### src/rtl/ravenna_hkspi.sv
// ravenna_hkspi: housekeeping SPI slave (mode 0) for the Ravenna SoC.
// The SPI pins are oversampled on clk. A command byte, an address byte and a
// stream of data bytes drive single-cycle read/write strobes into an 8-bit
// register file. The address auto-increments per data byte and wraps at 0xFF.
module ravenna_hkspi #(
  parameter int SYNC_STAGES = 2
) (
  input  logic       clk,
  input  logic       resetn,
  input  logic       SCK,
  input  logic       CSB,
  input  logic       SDI,
  output logic       SDO,
  output logic       sdo_enb,
  output logic [7:0] reg_addr,
  output logic [7:0] reg_wdata,
  output logic       reg_we,
  output logic       reg_re,
  input  logic [7:0] reg_rdata
);

  typedef enum logic [1:0] {
    S_IDLE = 2'd0,
    S_CMD  = 2'd1,
    S_ADDR = 2'd2,
    S_DATA = 2'd3
  } state_t;

  state_t r_state, w_nstate;

  // synchronizers and edge detection
  logic [SYNC_STAGES-1:0] r_sck_sync, r_csb_sync, r_sdi_sync;
  logic w_sck, w_csb, w_sdi;
  logic r_sck_d, r_sdi_d, r_rise, r_fall;
  // armed once CSB has been seen high, so a frame cut by reset is never resumed
  logic r_armed;

  // byte assembly
  logic [2:0] r_bitcnt;
  logic [7:0] r_rx;
  logic       r_cmd_wr, r_cmd_rd;

  // register-file side and SDO side
  logic [7:0] r_addr, r_wdata, r_tx;
  logic       r_we, r_re, r_re_d;
  logic       r_sdo, r_sdo_enb;

  // decoded per-cycle events
  logic       w_active, w_rise_act, w_fall_act;
  logic       w_byte_done, w_cmd_done, w_addr_done, w_data_done;
  logic [7:0] w_byte;

  assign w_sck = r_sck_sync[SYNC_STAGES-1];
  assign w_csb = r_csb_sync[SYNC_STAGES-1];
  assign w_sdi = r_sdi_sync[SYNC_STAGES-1];

  // Pin synchronizers; CSB resets low so a fresh high level is needed to arm.
  always_ff @(posedge clk or negedge resetn) begin
    if (!resetn) begin
      r_sck_sync <= '0;
      r_csb_sync <= '0;
      r_sdi_sync <= '0;
    end else begin
      r_sck_sync <= {r_sck_sync[SYNC_STAGES-2:0], SCK};
      r_csb_sync <= {r_csb_sync[SYNC_STAGES-2:0], CSB};
      r_sdi_sync <= {r_sdi_sync[SYNC_STAGES-2:0], SDI};
    end
  end

  // Registered SCK edge pulses, with SDI delayed to stay aligned to the rise pulse.
  always_ff @(posedge clk or negedge resetn) begin
    if (!resetn) begin
      r_sck_d <= 1'b0;
      r_rise  <= 1'b0;
      r_fall  <= 1'b0;
      r_sdi_d <= 1'b0;
      r_armed <= 1'b0;
    end else begin
      r_sck_d <= w_sck;
      r_rise  <= w_sck & ~r_sck_d;
      r_fall  <= ~w_sck & r_sck_d;
      r_sdi_d <= w_sdi;
      r_armed <= r_armed | w_csb;
    end
  end

  // FSM state register.
  always_ff @(posedge clk or negedge resetn) begin
    if (!resetn) r_state <= S_IDLE;
    else         r_state <= w_nstate;
  end

  // FSM next state: CSB high always returns to IDLE.
  always_comb begin
    w_nstate = r_state;
    if (w_csb) begin
      w_nstate = S_IDLE;
    end else begin
      case (r_state)
        S_IDLE:  if (r_armed)     w_nstate = S_CMD;
        S_CMD:   if (w_byte_done) w_nstate = S_ADDR;
        S_ADDR:  if (w_byte_done) w_nstate = S_DATA;
        S_DATA:                   w_nstate = S_DATA;
        default:                  w_nstate = S_IDLE;
      endcase
    end
  end

  // FSM outputs: qualified SCK edges and byte-boundary events.
  always_comb begin
    w_active    = (r_state != S_IDLE) && !w_csb;
    w_rise_act  = r_rise && w_active;
    w_fall_act  = r_fall && w_active;
    w_byte      = {r_rx[6:0], r_sdi_d};
    w_byte_done = w_rise_act && (r_bitcnt == 3'd7);
    w_cmd_done  = w_byte_done && (r_state == S_CMD);
    w_addr_done = w_byte_done && (r_state == S_ADDR);
    w_data_done = w_byte_done && (r_state == S_DATA);
  end

  // Receive shifter; a partial byte is dropped whenever the frame is inactive.
  always_ff @(posedge clk or negedge resetn) begin
    if (!resetn) begin
      r_bitcnt <= 3'd0;
      r_rx     <= 8'h00;
    end else if (!w_active) begin
      r_bitcnt <= 3'd0;
      r_rx     <= 8'h00;
    end else if (w_rise_act) begin
      r_bitcnt <= r_bitcnt + 3'd1;
      r_rx     <= w_byte;
    end
  end

  // Command latch: only the write and read bits matter.
  always_ff @(posedge clk or negedge resetn) begin
    if (!resetn) begin
      r_cmd_wr <= 1'b0;
      r_cmd_rd <= 1'b0;
    end else if (!w_active) begin
      r_cmd_wr <= 1'b0;
      r_cmd_rd <= 1'b0;
    end else if (w_cmd_done) begin
      r_cmd_wr <= w_byte[7];
      r_cmd_rd <= w_byte[6];
    end
  end

  // Register-file strobes. With a write command the address steps after the
  // write strobe and the next prefetch follows it, so a read+write prefetch
  // of address N always lands before the write to N.
  always_ff @(posedge clk or negedge resetn) begin
    if (!resetn) begin
      r_addr  <= 8'h00;
      r_wdata <= 8'h00;
      r_we    <= 1'b0;
      r_re    <= 1'b0;
    end else begin
      r_we <= 1'b0;
      r_re <= 1'b0;
      if (w_addr_done) begin
        r_addr <= w_byte;
        r_re   <= r_cmd_rd;
      end else if (w_data_done) begin
        if (r_cmd_wr) begin
          r_wdata <= w_byte;
          r_we    <= 1'b1;
        end else if (r_cmd_rd) begin
          r_addr <= r_addr + 8'd1;
          r_re   <= 1'b1;
        end
      end else if (r_we) begin
        r_addr <= r_addr + 8'd1;
        r_re   <= r_cmd_rd && w_active && (r_state == S_DATA);
      end
    end
  end

  // Transmit side: load prefetched data, shift MSB out on each SCK fall.
  always_ff @(posedge clk or negedge resetn) begin
    if (!resetn) begin
      r_re_d    <= 1'b0;
      r_tx      <= 8'h00;
      r_sdo     <= 1'b0;
      r_sdo_enb <= 1'b1;
    end else begin
      r_re_d <= r_re;
      if (!w_active) begin
        r_tx      <= 8'h00;
        r_sdo     <= 1'b0;
        r_sdo_enb <= 1'b1;
      end else if (r_re_d && (r_state == S_DATA)) begin
        r_tx      <= reg_rdata;
        r_sdo_enb <= 1'b0;
      end else if (w_fall_act) begin
        r_sdo <= r_tx[7];
        r_tx  <= {r_tx[6:0], 1'b0};
      end
    end
  end

  assign SDO       = r_sdo;
  assign sdo_enb   = r_sdo_enb;
  assign reg_addr  = r_addr;
  assign reg_wdata = r_wdata;
  assign reg_we    = r_we;
  assign reg_re    = r_re;

endmodule

### config.mk
export PLATFORM = sky130hd
export DESIGN_NAME = ravenna_hkspi
export DESIGN_NICKNAME = d
export VERILOG_FILES = /design/src/rtl/ravenna_hkspi.sv
export SDC_FILE = /design/constraint.sdc
export NUM_CORES = 1
export LEC_CHECK = 0
export CAP_MARGIN = 20
export CORE_MARGIN = 1.5
export CORE_UTILIZATION = 53
export CTS_CLUSTER_DIAMETER = 60
export CTS_CLUSTER_SIZE = 14
export DETAILED_ROUTE_END_ITERATION = 6
export PLACE_DENSITY = 0.78
export REMOVE_ABC_BUFFERS = 1
export SLEW_MARGIN = 20
export SYNTH_ARGS = -nofsm -noshare
export SYNTH_HDL_FRONTEND = slang
export SYNTH_SLANG_ARGS = --single-unit
export TNS_END_PERCENT = 1
### constraint.sdc
create_clock -name clk -period 3 [get_ports clk]
set_clock_uncertainty 0.15 [all_clocks]
set_input_delay 0.6 -clock clk [delete_from_list [all_inputs] [get_ports clk]]
set_output_delay 0.6 -clock clk [all_outputs]
set_load 0.01 [all_outputs]
# [Word level (Yosys, flattened, before mapping)]
# Index checks and enable logic that the tools add are counted.
[totals] n_memories=0 latch_bits=0 ramBits=0 mem_bits_ro=0 regBits=54
[op_classes] n_reduce_logical=18 bitwise=6 n_addsub=2 n_shift=0 mul=0 div=0 n_mux=34 magnitude_cmp=0 n_eq_ne=15
[op_table] operator="2-to-1 mux 8 bit" n=8
[op_table] operator="2-to-1 mux 1 bit" n=17
[op_table] operator="inequality test 3 bit, second input constant" n=5
[op_table] operator="2-to-1 mux 7 bit" n=2
[op_table] operator="logical AND 1 bit" n=10
[op_table] operator="AND reduction 3 bit" n=3
[op_table] operator="adder 8 x 1 -> 8 bit, second input constant" n=1
[op_table] operator="2-to-1 mux 2 bit" n=4
[op_table] operator="inequality test 2 x 1 -> 1 bit, second input constant" n=4
[op_table] operator="case mux 2 bit (4 select lines)" n=1
[op_table] operator="2-to-1 mux 3 bit" n=2
[op_table] operator="equality test 2 bit, second input constant" n=2
[op_table] operator="adder 3 x 1 -> 3 bit, second input constant" n=1
[op_table] operator="equality test 3 bit, second input constant" n=1
[op_table] operator="inequality test 3 x 1 -> 1 bit, second input constant" n=1
[op_table] operator="NOT 1 bit" n=3
[op_table] operator="nonzero test 3 bit" n=1
[op_table] operator="bitwise AND 1 bit" n=2
[op_table] operator="equality test 2 x 1 -> 1 bit, second input constant" n=1
[op_table] operator="zero test 2 bit" n=1
[op_table] operator="inequality test 2 bit, second input constant" n=1
[op_table] operator="AND reduction 2 bit" n=1
[op_table] operator="nonzero test 2 bit" n=1
[op_table] operator="zero test 1 bit" n=1
[op_table] operator="bitwise OR 1 bit" n=1

# [Depth between registers and ports, before layout]
# Gate-level depths: netlist (run 1).
[logic_depth] ltp_word=7 ltp_mapped=8 depth_no_buf=6

# [Worst setup path before layout (run 1)]
# OpenSTA, ideal clock, no wires.
[synth_path] path_kind="register to register" start="register r_bitcnt[0]" end="register r_addr[0], in the netlist reg_addr[0]" setup_ps=126 synth_period_minus_slack_ps=2172 slack_ps=828 required_time_ps=2724 arrival_time_ps=1896 stages_incl_launch_ff=9 path_cell_list="dfrtp_1 -> ha_1 -> ha_1 -> nand4b_4 -> or3b_1 -> buf_2 -> and2_4 -> buf_6 -> a221o_1"
[synth_between] elab_chain_len=5 elab_cells_between_ends=10
[synth_rtl] element="start: declaration" line_no="39" rtl="logic [2:0] r_bitcnt;"
[synth_rtl] element="start signal: assignment" line_no="130" rtl="r_bitcnt <= r_bitcnt + 3'd1;"
[synth_rtl] element="equality test 3 bit *" line_no="115" rtl="w_byte_done = w_rise_act && (r_bitcnt == 3'd7);"
[synth_rtl] element="logical AND 1 bit *" line_no="115"
[synth_rtl] element="logical AND 1 bit (on tied branches)" line_no="117, 118"
[synth_rtl] element="inequality test 3 bit (no source line) (tied with other cells)"
[synth_rtl] element="AND reduction 3 bit (no source line) / 2-to-1 mux 8 bit (equally long branches)"
[synth_rtl] element="end signal: assignment" line_no="162" rtl="r_addr <= w_byte;"
[synth_rtl] element="end signal: assignment" line_no="169" rtl="r_addr <= r_addr + 8'd1;"
[synth_rtl] element="end signal: assignment" line_no="173" rtl="r_addr <= r_addr + 8'd1;"
[synth_rtl] element="end: declaration" line_no="44" rtl="logic [7:0] r_addr, r_wdata, r_tx;"
# Mark *: on every way between the ends. The rest lies on a longest branch, timed or not.
# A chain may end at the register's enable or synchronous reset.

# [Final worst setup path (run 1)]
# Same ends and word-level chain as after synthesis.

==> results of run 1 <==
sequential cells by signal, summed over array words and instances, names as in the netlist, 2 cells and up:
name and flops:
r_state 2, r_sck_sync 2, r_csb_sync 2, r_rx 7
r_sdi_sync 2, r_bitcnt 3, r_tx 8, reg_addr 8
reg_wdata 8
per-layer routing:
metal / track usage, % / vias to the layer above / share of wire, %
li1: - / 801 / -
met1: 27.67 / 808 / 46
met2: 32.48 / 53 / 48
met3: 3.343 / 6 / 4.6
met4: 6.972 / 0 / 1.4
met5: 0 / - / 0
critical path: cells and delay by family, from the launching register on:
family,cells,cell delay [ns]
AOI/OAI and AO/OA,1,0.32
adders and majority gates,2,0.37
DFF,1,0.37
and+or+nand+nor,3,1.00
cells in the final DEF, fill, tap and decap left out, types with 2 or more instances in the layout:
cell type,instances
ha_1,3
nand2_1,19
o21bai_1,2
nor3b_1,2
clkbuf_8,6
nand3_1,4
and2_1,2
a2bb2oi_1,7
mux2i_1,11
nand4_1,2
nor3_1,2
clkdlybuf4s50_1,31
nor2b_1,4
nand2b_1,2
mux2_2,8
buf_4,3
o21ai_0,15
nor2_1,17
inv_1,2
a21oi_1,10
o22ai_1,5
dfrtp_1,53
a31oi_1,9
or2_2,2
power by group through the flow:
stage          Clock [mW]  Sequential, mW  Combinational [mW]
6_report            0.406           0.756              0.0630
5_1_grt             0.444           0.759              0.0723
4_1_cts             0.418           0.756              0.0645
3_5_place_dp            0           0.770              0.0643
3_3_place_gp            0           0.770              0.0628
2_1_floorplan           0           0.769              0.0242
final cells by class:
| cell class | count | area share (%) |
|---|---|---|
| sequential | 54 | 49.00 |
| multi-input combinational | 139 | 32.91 |
| timing repair buffer | 35 | 12.24 |
| clock buffer | 7 | 3.128 |
| tap | 50 | 2.267 |
| inverter | 2 | 0.2720 |
| clock inverter | 1 | 0.1813 |
worst paths after layout:
check	startpoint	end	slack [ns]	cells after the start
min in group asynchronous	resetn	r_cmd_wr	0.25	2
max reg2reg	r_bitcnt[0]	reg_addr[0]	0.68	6
max	r_bitcnt[0]	reg_addr[0]	0.68	6
max in group asynchronous	resetn	r_re_d	2.00	2
min	r_sdi_sync[0]	r_sdi_sync[1]	0.21	0
min reg2reg	r_sdi_sync[0]	r_sdi_sync[1]	0.21	0
cells by family after synthesis:
| group | Yosys count | synth area share (%) |
|---|---|---|
| buffers and inverters | 14 | 3.110 |
| xor gates and xnor gates | 1 | 0.3754 |
| muxes | 19 | 8.579 |
| AOI/OAI and AO/OA | 56 | 15.39 |
| adders and majority gates | 3 | 1.609 |
| and+or+nand+nor | 60 | 12.98 |
| DFF | 54 | 57.96 |
==> results.yml, run 1 <==
sta:
  max_freq_ghz: 0.4316
  period_minus_slack_ns: 2.317
  setup_ws_ns: 0.6829
  slew_violations: 0
  holdWs_ns: 0.2084
  fin_crit_sh_pct: 77.24
  rsz0062_at_grt: "no"
  hold_viol_final: 0
  slew_headroom_pct: 55.72
  worstMarginPinSlew_ns: 0.6617
  report.final.setup_viol: 0
  fin_setup_tns_ns: 0
synth:
  synth-seq-cells: 54
  synth_cell_types: 40
  synth_area_per_cell_um2: 11.27
  async_reset_ff_share_pct: 100.0
  ys_top_cells_by_count: "dfrtp_1 (53), nand2_1 (19), nor2_1 (17)"
  netlist.area_leader.share_pct: 56.84
  synth_area_leaders: "dfrtp_1 (57%), mux2i_1 (4.7%), mux2_2 (3.9%)"
  ys_seq_area_share_pct: 57.96
  ys.flop_type: "dfrtp_1"
  synth_area_um2: 2333
  yosysTopAreaCell: "dfrtp_1"
  netlist_instances: 207
  synthMostInstantiatedCell: "dfrtp_1"
  ys_warn_count: 0
  synth_enable_flop_cells: 0
detailed_routing:
  routedWlPerCell_um: 14.94
  first_iter_violations: 123
  drtAntennaViolNets: 0
  vias: 1668
  firstDrtPassIters: 4
  via_per_inst: 5.792
  drt_wl_total_mm: 4.302
  drc_errors: 0
placed_design:
  post-place-ws_ns: 0.6979
  placedCellCount: 280
  place.gp.congestion: 0.8203
  dpl_cell_area_um2: 2669
  io_buffers: 32
  place_hpwl_mm: 2.991
power:
  swShare_pct: 21.75
  totalPowerFinal_mw: 1.225
  max-vdd-ir-drop_v: 0.0003144
  p_leak_nw: 1.247
  seqPwrFrac_pct: 61.7
  intPower_uw: 958.8
  power.net_switching_uw: 266.5
  p_clk_share_pct: 33.2
  combPwrFrac_pct: 5.1
  p_per_area_nw_per_um2: 443.9
finish:
  syn2layout_area_growth_pct: 18.28
  fin_util_pct: 67.07
  fill_cells: 322
  nNetsFinal: 253
  finish.instance_area_um2: 2760
  multi_input_area_um2: 908.4
  final-seq-area_um2: 1353
  instances_no_fill: 288
  num_antenna_cells: 0
  drive_gt1_share_pct: 10.50
critical_path:
  start_kind: "flop"
  cp.required_ns: 3.04
  critPathCaptureType: "flop"
  crit_path_frequent_cell: "ha_1"
  worstSetupPathType: "reg2reg"
  cp_slowest_cell: "or3b_1"
  slowest_delay_ns: 0.55
  worstPathCellList: "ha_1, ha_1, nand4b_4, or3b_1, and2_4, a221o_1"
  crit_fanout: 14
  arrival_ns: 2.35
clocking:
  cts.sinks: 54
  cts_tree: "built"
  h-tree-depth: 2
  cts_root_buf: "clkbuf_8"
  ctsResizeCount: 0
  cts_setup_buffers: 0
  numCtsBuffers: 5
  clk_path_buf_depth: 2
  worstSkewPairLatency_ns: 0.30
  cts_hold_buffers: 0
  path_clk_slew_ns: 0.09
global_routing:
  antenna_found_initial: 0
  grt_pass1_vias: 1650
  grt_pass1_wl_mm: 7.769
  grt_start_max_net_pins: 55
  grtUsageTotal_pct: 20.11
  grt_overflow_total: 0
run_status:
  status: "finished, final reports clean"
flow_run:
  cap_violations: 0
worst_hold_path:
  min_path_type: "reg2reg"
die:
  initial_utilization_pct: 56.70
  rows: 23
  core_um2: 4115
  die_w_um: 69.36
  dieArea_um2: 4810
  die_h_um: 69.36
  ios: 33
Power figures use the tool's default switching activity.
==> run 2, diff against run 1 <==
Clock period 3 ns to 2.2 ns, I/O delays scaled along.
==> results.yml, run 2 (synthesized netlist as in run 1, its figures left out) <==
run_status:
  status: "finished, final reports clean"
global_routing:
  antenna_found_initial: 0
  grt_start_max_net_pins: 35
  grt_pass1_vias: 1691
  grt_pass1_wl_mm: 8.066
  grtUsageTotal_pct: 20.74
  grt_overflow_total: 0
critical_path:
  cp_slowest_cell: "or3b_1"
  reg2reg_depth: 6
  crit_path_frequent_cell: "ha_1"
  worstPathCellList: "ha_1, ha_1, nand4b_4, or3b_1, and2_4, a221o_1"
  worstSetupPathType: "reg2reg"
  cp.required_ns: 2.25
  arrival_ns: 2.09
  critPathCaptureType: "flop"
  start_kind: "flop"
  crit_buf_inv: 0
  slowest_delay_ns: 0.39
  crit_fanout: 7
  cp_top_family: "simple AND/OR/NAND/NOR gates"
  path_depth: 6
worst_hold_path:
  min_path_type: "reg2reg"
  whs_path_depth: 0
power:
  p_clk_share_pct: 36.7
  totalPowerFinal_mw: 1.784
  p_leak_nw: 1.304
  swShare_pct: 21.46
  intPower_mw: 1.401
  p_per_area_nw_per_um2: 621.7
  max-vdd-ir-drop_v: 0.0005543
  power.net_switching_uw: 382.9
  seqPwrFrac_pct: 57.5
  combPwrFrac_pct: 5.8
finish:
  finish.instance_area_um2: 2869
  syn2layout_area_growth_pct: 22.95
  mostFrequentLayoutCell: "dfrtp_1"
  num_antenna_cells: 0
  fin_util_pct: 69.72
  drive_gt1_share_pct: 13.71
  fill_cells: 316
  nNetsFinal: 263
  most-common-layout-cells: "dfrtp_1 (53), clkdlybuf4s50_1 (31), nand2_1 (19), nor2_1 (17), o21ai_0 (15)"
sta:
  period_minus_slack_ns: 2.041
  worstMarginPinSlew_ns: 0.5060
  fin_crit_sh_pct: 92.79
  hold_viol_final: 0
  max_freq_ghz: 0.4898
  slew_violations: 0
  report.final.setup_viol: 0
  rsz0062_at_grt: "no"
  slew_headroom_pct: 66.27
placed_design:
  dpl_cell_area_um2: 2749
  io_buffers: 32
  place_hpwl_mm: 3.158
  place.gp.congestion: 0.8508
detailed_routing:
  drc_errors: 0
  firstDrtPassIters: 4
  routedWlPerCell_um: 15.44
  drtAntennaViolNets: 0
  vias: 1742
  via_per_inst: 5.846
  drt_wl_total_mm: 4.602
  first_iter_violations: 185
clocking:
  path_clk_slew_ns: 0.10
  clk_path_buf_depth: 2
  ctsResizeCount: 0
  cts_root_buf: "clkbuf_8"
  numCtsBuffers: 5
  cts.sinks: 54
  h-tree-depth: 2
  worstSkewPairLatency_ns: 0.30
  cts_tree: "built"
die:
  dieArea_um2: 4810
  die_h_um: 69.36
  rows: 23
  initial_utilization_pct: 56.70
  ios: 33
  die_w_um: 69.36
  core_um2: 4115
flow_run:
  cap_violations: 0
==> run 2: power by group through the flow <==
stage	logic, mW	registers [mW]	clock network (mW)
after floorplan	0.0330	1.05	0
after global placement	0.100	1.04	0
after detailed placement	0.103	1.05	0
after CTS	0.104	1.03	0.670
after global routing	0.114	1.03	0.709
final	0.103	1.03	0.655
==> run 2: area by class of cell <==
type	count	area, um2	area share (%)
Clock buffer	6	72.57	2.529
Clock inverter	2	37.54	1.308
Timing Repair Buffer	45	427.9	14.91
Tap cell	50	62.56	2.181
Sequential cell	54	1353	47.14
Inverter	2	7.507	0.2617
Multi-Input combinational cell	139	908.4	31.66
==> run 2: final timing paths <==
check	from	endpoint	slack, ns
worst max-delay path	r_bitcnt[0]	reg_addr[0]	0.16
worst min-delay path	r_sdi_sync[1]	r_sdi_d	0.20
worst max register to register	r_bitcnt[0]	reg_addr[0]	0.16
worst min register to register	r_sdi_sync[1]	r_sdi_d	0.20
max in group asynchronous	resetn	sdo_enb	0.80
min in group asynchronous	resetn	reg_addr[1]	0.48
==> run 2: through the flow <==
stage / setup WS, ns / TNS, ns / instances / hold slack (ns)
2_1_floorplan: -0.03794 / -0.03794 / 195 / -0.005591
3_3_place_gp: 0.1879 / 0 / 289 / 0.1823
3_5_place_dp: 0.1559 / 0 / 289 / 0.1847
4_1_cts: 0.1477 / 0 / 298 / 0.2065
5_1_grt: 0.03335 / 0 / 298 / 0.2118
6_report: 0.1586 / 0 / 298 / 0.2042
==> run 2: repair_timing <==
action / in CTS / in global routing
endpoints found under the hold margin: 20 / 0
buffers inserted: 0 / 0
hold buffers: 1 / 0
endpoints found under the setup margin: 0 / 0
==> run 2: per-layer routing <==
layer | up-vias | wire, um | GRT usage (%)
met5 | - | 0 | 0
li1 | 823 | - | -
met4 | 0 | 91 | 9.368
met1 | 861 | 2247 | 29.86
met3 | 8 | 170 | 3.779
met2 | 50 | 2093 | 30.77
